File: config.mk
export PLATFORM = sky130hd
export DESIGN_NAME = imem_loader_flat
export DESIGN_NICKNAME = d
export VERILOG_FILES = /design/src/rtl/imem_loader_if.sv /design/src/rtl/imem_loader.sv /design/src/flat_wrapper.sv
export SDC_FILE = /design/constraint.sdc
export NUM_CORES = 1
export LEC_CHECK = 0
export ABC_CLOCK_PERIOD_IN_PS = 3460
export BUFFER_PORTS_ARGS = -buffer_cell sky130_fd_sc_hd__buf_2
export CAP_MARGIN = 25
export CORE_UTILIZATION = 40
export DETAILED_ROUTE_END_ITERATION = 7
export PLACE_DENSITY = 0.55
export SYNTH_ARGS = -nofsm -noshare
export SYNTH_HDL_FRONTEND = slang
export SYNTH_SLANG_ARGS = --single-unit
File: constraint.sdc
create_clock -name clk -period 3.46 [get_ports clk]
set_clock_uncertainty 0.05 [all_clocks]
set_input_delay 0.519 -clock clk [delete_from_list [all_inputs] [get_ports clk]]
set_output_delay 0.519 -clock clk [all_outputs]
set_load 0.02 [all_outputs]
File: src/rtl/imem_loader_if.sv
// Byte-stream and instruction-memory write bundle for imem_loader.
// master drives the byte stream and reload; slave is the loader itself.
interface imem_loader_if #(
  parameter int ADDR_WIDTH = 10
);
  logic [7:0]            rx_data;
  logic                  rx_valid;
  logic                  rx_ready;
  logic                  reload;
  logic                  imem_we;
  logic [ADDR_WIDTH-1:0] imem_addr;
  logic [31:0]           imem_wdata;
  logic                  core_rst;
  logic                  load_done;
  logic                  load_err;

  modport master (
    output rx_data, rx_valid, reload,
    input  rx_ready, imem_we, imem_addr, imem_wdata, core_rst, load_done, load_err
  );

  modport slave (
    input  rx_data, rx_valid, reload,
    output rx_ready, imem_we, imem_addr, imem_wdata, core_rst, load_done, load_err
  );
endinterface

File: src/rtl/imem_loader.sv
// Boot loader: byte stream -> LE words into imem, core held in reset until done; write 1 cycle, release 2 cycles after last byte.
// One byte/cycle, rx_ready low only in RUN/ERROR/reset; IMEM_LOADER_CHECKSUM_EN adds a trailing XOR checksum byte.
module imem_loader #(
  parameter int ADDR_WIDTH = 10,
  parameter int TIMEOUT    = 1000
) (
  input logic          clk,
  input logic          rst,
  imem_loader_if.slave bus
);

  typedef enum logic [2:0] {HDR0, HDR1, DATA, CSUM, RUN, ERROR} state_t;

`ifdef IMEM_LOADER_CHECKSUM_EN
  localparam state_t AfterData = CSUM;
`else
  localparam state_t AfterData = RUN;
`endif

  localparam int             IdleW    = $clog2(TIMEOUT + 1);
  localparam logic [IdleW-1:0] IdleLast = IdleW'(TIMEOUT - 1);
  localparam logic [31:0]    MaxWords = 32'd1 << ADDR_WIDTH;

  state_t                state;
  logic [7:0]            countLo;
  logic [15:0]           wordCount;
  logic [1:0]            byteCnt;
  logic [ADDR_WIDTH:0]   wordCnt;
  logic [23:0]           wordBuf;
  logic [IdleW-1:0]      idleCnt;
  logic                  imemWe;
  logic [ADDR_WIDTH-1:0] imemAddr;
  logic [31:0]           imemWdata;
  logic                  coreRst;
  logic                  loadDone;
  logic                  loadErr;
`ifdef IMEM_LOADER_CHECKSUM_EN
  logic [7:0]            csum;
`endif

  logic        rdyState;
  logic        rxReady;
  logic        accept;
  logic        idleTick;
  logic        timedOut;
  logic        lastWord;
  logic [15:0] hdrCount;

  always_comb begin
    rdyState = (state == HDR0) || (state == HDR1) || (state == DATA) || (state == CSUM);
    // Gated by rst so the loader never advertises ready while held in reset.
    rxReady  = rdyState && rst;
    accept   = bus.rx_valid && rxReady;
    idleTick = !accept && ((state == HDR1) || (state == DATA) || (state == CSUM));
    timedOut = idleTick && (idleCnt == IdleLast);
    lastWord = (32'(wordCnt) + 32'd1) == 32'(wordCount);
    hdrCount = {bus.rx_data, countLo};
  end

  always_ff @(posedge clk or negedge rst) begin
    if (!rst) begin
      state     <= HDR0;
      countLo   <= '0;
      wordCount <= '0;
      byteCnt   <= '0;
      wordCnt   <= '0;
      wordBuf   <= '0;
      idleCnt   <= '0;
      imemWe    <= 1'b0;
      imemAddr  <= '0;
      imemWdata <= '0;
      coreRst   <= 1'b0;
      loadDone  <= 1'b0;
      loadErr   <= 1'b0;
`ifdef IMEM_LOADER_CHECKSUM_EN
      csum      <= '0;
`endif
    end else begin
      imemWe <= 1'b0;
      if (accept) begin
        idleCnt <= '0;
      end else if (idleTick) begin
        idleCnt <= idleCnt + 1'b1;
      end
`ifdef IMEM_LOADER_CHECKSUM_EN
      if (accept && (state != CSUM)) begin
        csum <= csum ^ bus.rx_data;
      end
`endif
      case (state)
        HDR0: begin
          if (accept) begin
            countLo <= bus.rx_data;
            state   <= HDR1;
          end
        end
        HDR1: begin
          if (timedOut) begin
            state   <= ERROR;
            loadErr <= 1'b1;
          end else if (accept) begin
            wordCount <= hdrCount;
            wordCnt   <= '0;
            byteCnt   <= '0;
            if (32'(hdrCount) > MaxWords) begin
              state   <= ERROR;
              loadErr <= 1'b1;
            end else if (hdrCount == 16'd0) begin
              state <= AfterData;
            end else begin
              state <= DATA;
            end
          end
        end
        DATA: begin
          if (timedOut) begin
            state   <= ERROR;
            loadErr <= 1'b1;
          end else if (accept) begin
            byteCnt <= byteCnt + 2'd1;
            wordBuf <= {bus.rx_data, wordBuf[23:8]};
            if (byteCnt == 2'd3) begin
              imemWe    <= 1'b1;
              imemAddr  <= wordCnt[ADDR_WIDTH-1:0];
              imemWdata <= {bus.rx_data, wordBuf};
              wordCnt   <= wordCnt + 1'b1;
              if (lastWord) begin
                state <= AfterData;
              end
            end
          end
        end
`ifdef IMEM_LOADER_CHECKSUM_EN
        CSUM: begin
          if (timedOut) begin
            state   <= ERROR;
            loadErr <= 1'b1;
          end else if (accept) begin
            if (bus.rx_data == csum) begin
              state <= RUN;
            end else begin
              state   <= ERROR;
              loadErr <= 1'b1;
            end
          end
        end
`endif
        RUN, ERROR: begin
          if (bus.reload) begin
            state    <= HDR0;
            coreRst  <= 1'b0;
            loadDone <= 1'b0;
            loadErr  <= 1'b0;
            byteCnt  <= '0;
            wordCnt  <= '0;
            idleCnt  <= '0;
`ifdef IMEM_LOADER_CHECKSUM_EN
            csum     <= '0;
`endif
          end else if (state == RUN) begin
            // Registered a cycle after entering RUN so release trails the last write.
            coreRst  <= 1'b1;
            loadDone <= 1'b1;
          end
        end
        default: state <= HDR0;
      endcase
    end
  end

  assign bus.rx_ready   = rxReady;
  assign bus.imem_we    = imemWe;
  assign bus.imem_addr  = imemAddr;
  assign bus.imem_wdata = imemWdata;
  assign bus.core_rst   = coreRst;
  assign bus.load_done  = loadDone;
  assign bus.load_err   = loadErr;

endmodule

File: src/flat_wrapper.sv
// flat-port wrapper written by rule: the top's interface ports become plain ports
module imem_loader_flat 
#(
  parameter int ADDR_WIDTH = 10,
  parameter int TIMEOUT    = 1000
)
  (clk, rst, bus_rx_data, bus_rx_valid, bus_reload, bus_rx_ready, bus_imem_we, bus_imem_addr, bus_imem_wdata, bus_core_rst, bus_load_done, bus_load_err);
  imem_loader_if #(.ADDR_WIDTH(ADDR_WIDTH)) bus_i ();
  input logic clk;
  input logic rst;
  input wire logic [$bits(bus_i.rx_data)-1:0] bus_rx_data;
  input wire logic [$bits(bus_i.rx_valid)-1:0] bus_rx_valid;
  input wire logic [$bits(bus_i.reload)-1:0] bus_reload;
  output wire logic [$bits(bus_i.rx_ready)-1:0] bus_rx_ready;
  output wire logic [$bits(bus_i.imem_we)-1:0] bus_imem_we;
  output wire logic [$bits(bus_i.imem_addr)-1:0] bus_imem_addr;
  output wire logic [$bits(bus_i.imem_wdata)-1:0] bus_imem_wdata;
  output wire logic [$bits(bus_i.core_rst)-1:0] bus_core_rst;
  output wire logic [$bits(bus_i.load_done)-1:0] bus_load_done;
  output wire logic [$bits(bus_i.load_err)-1:0] bus_load_err;
  assign bus_i.rx_data = bus_rx_data;
  assign bus_i.rx_valid = bus_rx_valid;
  assign bus_i.reload = bus_reload;
  assign bus_rx_ready = bus_i.rx_ready;
  assign bus_imem_we = bus_i.imem_we;
  assign bus_imem_addr = bus_i.imem_addr;
  assign bus_imem_wdata = bus_i.imem_wdata;
  assign bus_core_rst = bus_i.core_rst;
  assign bus_load_done = bus_i.load_done;
  assign bus_load_err = bus_i.load_err;
  imem_loader #(.ADDR_WIDTH(ADDR_WIDTH), .TIMEOUT(TIMEOUT)) u_core (.clk(clk), .rst(rst), .bus(bus_i));
endmodule
==> flow_metrics.tcl <==
set metrics [dict create \
    status "complete, no violations" \
    crit_slowest_cell "nor2_1" \
    path_cells "nand3b_1 -> nor2_4 -> nand2_2 -> inv_2 -> nor2_1 -> o21ai_0 -> o31ai_1" \
    grt_busiest_layer "met2" \
    clkTransAtPathRegs_ns 0.06 \
    ant_nets 0 \
    drt_pass1_iterations 4 \
    die_h_um 118 \
    hold_path.class "input pin to async pin" \
    fin_crit_sh 0.698 \
    via_count 3926 \
    r2r_start "u_core.state[2]" \
    nFillCells 1283 \
    synthArstFlopShare 1.00 \
    layout_commonest_cell "nand2_1" \
    final-seq-area_um2 2980 \
    dieArea_um2 14000 \
    die_x_um 118 \
    period_needed_ns 2.41 \
    grt_use_met2 0.265 \
    drcViolationCount 0 \
    cts_tree "built" \
    yosysSeqAreaShare 0.549 \
    fin_util 0.477 \
    multiInputGateArea_um2 2240 \
    grt_max_degree 55 \
    r2r_setup_slack_ns 1.05 \
    leakagePower_nw 3.16 \
    grt_use_total 0.184 \
    endpoint_kind "flop" \
    synth.avg_cell_area_um2 10.4 \
    ir_drop_mv 0.389 \
    htreeDepth 4 \
    hold_violations 0 \
    viasPerCell 5.12 \
    cts_made_buffers 17 \
    synth_cells 523 \
    path_max_fanout 23 \
    clock_path_buffers 2 \
    num_antenna_cells 0 \
    areaGrowthSynthToFinish_pct 16.5 \
    cap_violations 0 \
    drive_above_1_share 0.264 \
    setup_tns_ns 0 \
    critPathRequiredTime_ns 3.73 \
    p_total_mw 4.03 \
    start_util 0.409 \
    dp_hpwl_um 7880 \
    drt_wl_total_um 11900 \
    grt_pass1_wl_um 19800 \
    ys_ff_latch 119 \
    synth_area_um2 5420 \
    wl_per_cell_um 15.5 \
    reg2regPathDepth 7 \
    mostFrequentLayoutCells "152 x nand2_1, 119 x dfrtp_1, 57 x buf_2" \
    core_um2 13200 \
    max_freq_ghz 0.414 \
    nets 594 \
    start_kind "flop" \
    rows 42 \
    drtIter0Drc 193 \
    clock_latency_ns 0.41 \
    synth_edf_count 0 \
    synth.distinct_cells 59 \
    holdWs_ns 0.138 \
    place.gp.congestion 0.814 \
    port_buffers 58 \
    grt_remaining_overflow 0 \
    critPathMaxStageDelay_ns 0.63 \
    worstMarginPinSlew_ns 0.834 \
    critPathKind "flop to flop" \
    use_met3 0.0439 \
    antenna_found_initial 0 \
    cts.sinks 119 \
    cts_resized 0 \
    first_global_vias 3827 \
    p_per_area_nw_per_um2 638 \
    crit_arrival_ns 2.68 \
    slew_headroom 0.443 \
    yosysWarnings 0 \
    r2r-end "u_core.wordCnt[5]" \
    maxSlewViolCount 0 \
    rsz0062_at_grt "no" \
    grt.met1_usage 0.263 \
    hold_buffers 0 \
    clockRootBuffer "clkbuf_16" \
    post_cts_buffers 0 \
    pin_count 59 \
    ys.flop_type "dfrtp_1" \
    setup_viol 0 \
    syn_nets 538 \
]
## report_power, final
group	internal [mW]	total [mW]	switching, mW
Combinational	0.330	0.668	0.338
Sequential	1.59	1.80	0.210
Clock	0.912	1.57	0.653
Total	2.83	4.03	1.20
## metal layers
layer	part of all wire	routed length [µm]
met1	0.50	5940
met2	0.45	5350
met3	0.034	407
met4	0.015	176
met5	0	0
## synth_stat cells (6+ instances only)
master	count	area, µm²
a21oi_1	8	40.0
buf_2	8	40.0
buf_6	6	67.6
clkbuf_1	7	26.3
dfrtp_1	119	2980
mux2_2	47	529
nand2_1	152	571
nand3_1	7	35.0
nor2_1	32	120
nor4_1	6	37.5
o21ai_0	22	110
o31ai_1	6	45.0
xnor2_1	13	114
xor2_1	10	87.6
## worst max path at each step
stage,end,slack (ns),startpoint,cells past startpoint
floorplan,u_core.state[1],1.55,u_core.wordCnt[0],7
global placement,u_core.wordCnt[5],1.03,rst,8
detailed placement,u_core.wordCnt[5],0.96,rst,8
CTS,u_core.wordCnt[5],1.06,u_core.state[2],7
global route,u_core.wordCnt[5],0.79,u_core.state[2],7
finish,u_core.wordCnt[5],1.05,u_core.state[2],7
## worst max-delay path: cells and delay by family, from the launching register on
kind | cells | cell delay [ns]
AND/OR/NAND/NOR | 4 | 1.18
buffers and inverters | 1 | 0.17
AO/OA/AOI/OAI | 2 | 0.30
flip-flops | 1 | 0.60
## cell type report
class                           instances  share of cell area
Sequential cell                       119               0.471
Multi-Input combinational cell        374               0.355
Clock buffer                           17              0.0673
Timing Repair Buffer                   64              0.0535
Tap cell                              176              0.0349
Clock inverter                         14              0.0166
Inverter                                3             0.00178
## logic make-up (layout without fill, tap and decap cells)
logic type	after synthesis	in the layout	share of synthesized area
buffers and inverters	30	98	0.0374
xor gates and xnor gates	23	23	0.0372
DFF	119	119	0.549
and+or+nand+nor	240	240	0.202
muxes	48	48	0.0995
AOI/OAI and AO/OA	60	60	0.0681
adders and majority gates	3	3	0.00692
## sequential cells by signal, summed over array words and instances, names as in the netlist
| name | cells |
|---|---|
| u_core.bus.core_rst | 1 |
| u_core.bus.imem_addr | 10 |
| u_core.bus.imem_wdata | 32 |
| u_core.bus.imem_we | 1 |
| u_core.bus.load_err | 1 |
| u_core.byteCnt | 2 |
| u_core.countLo | 8 |
| u_core.idleCnt | 10 |
| u_core.state | 3 |
| u_core.wordBuf | 24 |
| u_core.wordCnt | 11 |
| u_core.wordCount | 16 |
## metrics by stage
| step | std cells | area (µm²) | setup WS [ns] |
|---|---|---|---|
| floorplan | 523 | 5420 | 1.55 |
| global placement | 736 | 5790 | 1.03 |
| detailed placement | 736 | 5790 | 0.956 |
| CTS | 767 | 6320 | 1.06 |
| global route | 767 | 6320 | 0.787 |
| finish | 767 | 6320 | 1.05 |
No activity file was read; power rests on OpenSTA's default activity.
